### src/rtl/draw_scheduler.sv
// Write-side controller for the 1-bit draw framebuffer: full-frame clears and
// per-particle plots share one write port, with clears taking priority.
module draw_scheduler #(
    parameter int unsigned DRAW_WIDTH  = 640,
    parameter int unsigned DRAW_HEIGHT = 480,
    parameter int unsigned DRAW_SIZE   = DRAW_WIDTH * DRAW_HEIGHT,
    parameter int unsigned DRAW_ADDRW  = $clog2(DRAW_SIZE),
    parameter int unsigned DRAW_DATAW  = 1,
    parameter int unsigned COORD_W     = 10
) (
    input  logic                  clk,
    input  logic                  reset,
    input  logic                  clear_req,
    output logic                  clear_done,
    output logic                  busy,
    input  logic                  plot_valid,
    output logic                  plot_ready,
    input  logic [COORD_W-1:0]    plot_x,
    input  logic [COORD_W-1:0]    plot_y,
    input  logic [DRAW_DATAW-1:0] plot_color,
    output logic [DRAW_ADDRW-1:0] draw_addr_write,
    output logic [DRAW_DATAW-1:0] draw_data_in,
    output logic                  draw_we,
    output logic [15:0]           drop_count
);

    localparam logic [DRAW_ADDRW-1:0] LAST_ADDR = DRAW_ADDRW'(DRAW_SIZE - 1);

    typedef enum logic [0:0] {
        IDLE  = 1'b0,
        CLEAR = 1'b1
    } state_t;

    state_t                  state;
    logic [DRAW_ADDRW-1:0]   sweep;
    logic                    plot_in_range;
    logic [DRAW_ADDRW-1:0]   plot_addr;

    // A pending clear blocks the handshake in the same cycle, so clears win.
    assign plot_ready    = (state == IDLE) && !clear_req;
    assign plot_in_range = (32'(plot_x) < DRAW_WIDTH) && (32'(plot_y) < DRAW_HEIGHT);
    assign plot_addr     = DRAW_ADDRW'(32'(plot_y) * DRAW_WIDTH + 32'(plot_x));

    always_ff @(posedge clk or posedge reset) begin
        if (reset) begin
            state           <= IDLE;
            sweep           <= '0;
            draw_we         <= 1'b0;
            draw_addr_write <= '0;
            draw_data_in    <= '0;
            clear_done      <= 1'b0;
            busy            <= 1'b0;
            drop_count      <= '0;
        end else begin
            draw_we    <= 1'b0;
            clear_done <= 1'b0;
            case (state)
                IDLE: begin
                    if (clear_req) begin
                        // First sweep write (address 0) goes out with the state change.
                        state           <= CLEAR;
                        busy            <= 1'b1;
                        sweep           <= '0;
                        draw_we         <= 1'b1;
                        draw_addr_write <= '0;
                        draw_data_in    <= '0;
                    end else if (plot_valid) begin
                        if (plot_in_range) begin
                            draw_we         <= 1'b1;
                            draw_addr_write <= plot_addr;
                            draw_data_in    <= plot_color;
                        end else if (drop_count != 16'hFFFF) begin
                            drop_count <= drop_count + 16'd1;
                        end
                    end
                end
                CLEAR: begin
                    if (sweep == LAST_ADDR) begin
                        state      <= IDLE;
                        busy       <= 1'b0;
                        clear_done <= 1'b1;
                    end else begin
                        sweep           <= sweep + DRAW_ADDRW'(1);
                        draw_we         <= 1'b1;
                        draw_addr_write <= sweep + DRAW_ADDRW'(1);
                        draw_data_in    <= '0;
                    end
                end
                default: state <= IDLE;
            endcase
        end
    end

endmodule

### config.mk
export PLATFORM = sky130hd
export DESIGN_NAME = draw_scheduler
export DESIGN_NICKNAME = d
export VERILOG_FILES = /design/src/rtl/draw_scheduler.sv
export SDC_FILE = /design/constraint.sdc
export NUM_CORES = 1
export LEC_CHECK = 0
export BUFFER_PORTS_ARGS = -buffer_cell sky130_fd_sc_hd__buf_4
export CORE_MARGIN = 2
export CORE_UTILIZATION = 51
export CTS_CLUSTER_DIAMETER = 120
export CTS_CLUSTER_SIZE = 10
export DETAILED_ROUTE_END_ITERATION = 10
export GPL_ROUTABILITY_DRIVEN = 1
export GPL_TIMING_DRIVEN = 0
export PLACE_DENSITY = 0.88
export SLEW_MARGIN = 20
export SYNTH_ARGS = -nofsm -noshare
export SYNTH_HDL_FRONTEND = slang
export SYNTH_SLANG_ARGS = --single-unit
export TNS_END_PERCENT = 10
### constraint.sdc
create_clock -name clk -period 2 [get_ports clk]
set_input_delay 0.2 -clock clk [delete_from_list [all_inputs] [get_ports clk]]
set_output_delay 0.2 -clock clk [all_outputs]
set_load 0.1 [all_outputs]
==> flow_summary.ini <==
[setup_path]
arrival_ns = 2.37
rrSetupSlack_ns = -0.03
rr_worst_depth = 8
cp_max_fo = 6
rr_endpoint = sweep[12]$_DFFE_PP0P_
critical_path.endpoint_type = flop
crit_required_ns = 2.22
r2r-start = sweep[12]$_DFFE_PP0P_
worst-setup-path-type = input pin to flop
start_kind = input pin

[final_layout]
area_growth_pct = 29.36
drive_above_1_share_pct = 31.24
final_area_sq_um = 4581
final_util_pct = 67.80
diodes = 0
num-nets-final = 504

[drt]
vias_per_cell = 5.872
ant_nets = 0
route.met3.wl_um = 500
vias = 3177
met1_length_um = 3955
drc = 0
wire_per_inst_um = 16.81
highest_layer = met4
drt_iter0_drc = 221
wl_met2_um = 4471
drtPass1Iterations = 5
drt_wl_total_um = 9093

[die]
boundaryPins = 65
initial_core_util_pct = 52.41
core-area_sq_um = 6756
die_area_sq_um = 7626
num_rows = 30
die_w_um = 87.33
fp.dieH_um = 87.33

[logic_synthesis]
netlist_area_sq_um = 3541
synth.avg_cell_area_sq_um = 9.442
yosys-top-cells-count = 59 x dfrtp_1, 52 x nand2_1, 29 x o21ai_0
synth_edf_count = 0
synth_area_leaders = dfrtp_1 42%, ha_1 7.4%, xnor2_1 6.7%, nand2_1 5.5%, o21ai_0 4.1%
ys_seq_elements = 59
synth_top_area_share_pct = 41.70
ys_seq_area_share_pct = 41.70
netlist_instances = 375
yosysWarnings = 0
synth_most_common_cell = dfrtp_1
ys_types = 55
synthesis.nets = 423
ys.flop_type = dfrtp_1
ys_async_sr_fraction_pct = 100.0
synth_top_area_cell = dfrtp_1

[sta]
hold_viol = 7
rsz0062_at_grt = yes
fin_ws_ns = -0.1551
slew_viol_final = 0
fin_crit_ns = 2.155
finClkSkew_ns = 0.01204
setup_viol = 5
relSlewSlack_pct = 51.29
worst_pin_slew_ns = 0.7306
max_freq_mhz = 464.0
timing.final.crit_share_pct = 107.8
worst_hold_slack_ns = -0.01588

[pwr]
irDropWorstVdd_uv = 553.9
p_leak_uw = 0.002118
power_density_nw_per_um2 = 940.5

[cts]
cts_max_level = 3
cts-root-buf = clkbuf_8
cts.path.max_buffers = 2
clk_pin_slew_ns = 0.08
cts_buffers = 9
tritoncts = yes
clk_latency_ns = 0.34
cts.sinks = 59

[grt]
grt_max_degree = 60
grt_use_total_pct = 23.64
grt_overflow = 0
grt_pass1_wl_um = 14010
antenna_found_initial = 0
grt_pass1_vias = 3014

[placed_design]
gp_congestion = 0.8751
post_dp_cell_area_sq_um = 4224
dp_hpwl_um = 6455
io_buffer_count = 64

[run]
maxCapViolations = 0

[status]
violations = negative hold slack, negative setup slack
outcome = finished, violations left

[min_path]
hold_path.class = input pin to asynchronous set/reset pin
-- how the worst max path moves through the flow --
stage,from,end,slack (ns),cells after the start
CTS,plot_y[3],draw_addr_write[18]$_DFFE_PP0P_,-0.14,11
global placement,plot_y[1],draw_addr_write[17]$_DFFE_PP0P_,-0.58,11
detailed placement,plot_y[1],draw_addr_write[17]$_DFFE_PP0P_,-0.67,11
global route,plot_y[4],draw_addr_write[18]$_DFFE_PP0P_,-0.30,10
finish,plot_y[4],draw_addr_write[18]$_DFFE_PP0P_,-0.16,10
floorplan,plot_y[1],draw_addr_write[17]$_DFFE_PP0P_,-0.29,10
-- logic make-up (layout without fill, tap and decap cells) --
logic type,after synthesis,in the layout,synth area share (%)
flip-flops,59,59,41.70
XOR/XNOR,41,41,10.14
AO/OA/AOI/OAI,92,92,16.71
multiplexers,3,3,0.8834
buffers and inverters,26,112,3.463
AND/OR/NAND/NOR,131,131,18.55
adder cells (fa/ha/maj),23,23,8.551
-- power by group --
part           switching, uW  internal [uW]
clock network            487            477
logic                   1210            533
registers                211           1390
-- per-stage QoR --
stage | instances | setup TNS [ns] | power, uW | hold slack [ns] | setup slack, ns
after floorplan | 375 | -3.686 | 2849 | 0.3327 | -0.2876
final | 541 | -0.5321 | 4308 | -0.01588 | -0.1551
after global routing | 541 | -1.275 | 4489 | 0.04245 | -0.2951
after CTS | 540 | -0.4039 | 4238 | 0.01857 | -0.1423
after detailed placement | 519 | -12.68 | 3247 | 0.3797 | -0.6666
after global placement | 519 | -32.93 | 3198 | 0.4217 | -0.5816
-- flip-flops by register name (all words and copies together), names as in the netlist --
name             flops
draw_we              1
draw_addr_write     19
state                1
draw_data_in         1
busy                 1
clear_done           1
drop_count          16
sweep               19
-- placed cells by master (no fill, tap or decap), types with 6 or more instances in the layout --
master,n
a21o_1,10
a21oi_1,14
a22oi_1,6
and3_1,6
buf_4,70
clkbuf_1,6
clkbuf_8,10
dfrtp_1,47
dfrtp_2,12
ha_1,15
inv_1,9
nand2_1,52
nand3_1,19
nor2_1,20
o21ai_0,27
xnor2_1,25
xor2_1,13
-- worst max-delay path: stages --
cell and delay (ns):
buf_4 0.12, ha_1 0.29, ha_1 0.36, a21oi_1 0.20, o22ai_1 0.17, nor4_1 0.39
a311oi_2 0.12, nor3b_2 0.26, mux2i_1 0.21, nor2_1 0.05
-- timing repair --
| action | 4_1_cts | 5_1_grt |
|---|---|---|
| buffers inserted | 5 | 1 |
| hold buffers | 0 | 0 |
| resized for setup | 20 | 15 |
| pin swaps | 18 | 6 |
| endpoints found under the setup margin | 47 | 39 |
-- per-layer routing --
metal / vias up / track usage [%]
met2: 126 / 39.46
met3: 16 / 4.739
met5: - / 0
met4: 0 / 7.972
met1: 1542 / 30.64
li1: 1493 / -
-- area by class of cell --
| class | count | area (sq um) |
|---|---|---|
| Tap cell | 80 | 100.1 |
| Clock inverter | 5 | 30.03 |
| Timing Repair Buffer | 70 | 536.8 |
| Buffer | 14 | 97.59 |
| Sequential cell | 59 | 1491 |
| Fill cell | 493 | 2176 |
| Multi-Input combinational cell | 290 | 2133 |
| Clock buffer | 11 | 141.4 |
| Inverter | 12 | 50.05 |
(Power assumes the default switching activity.)
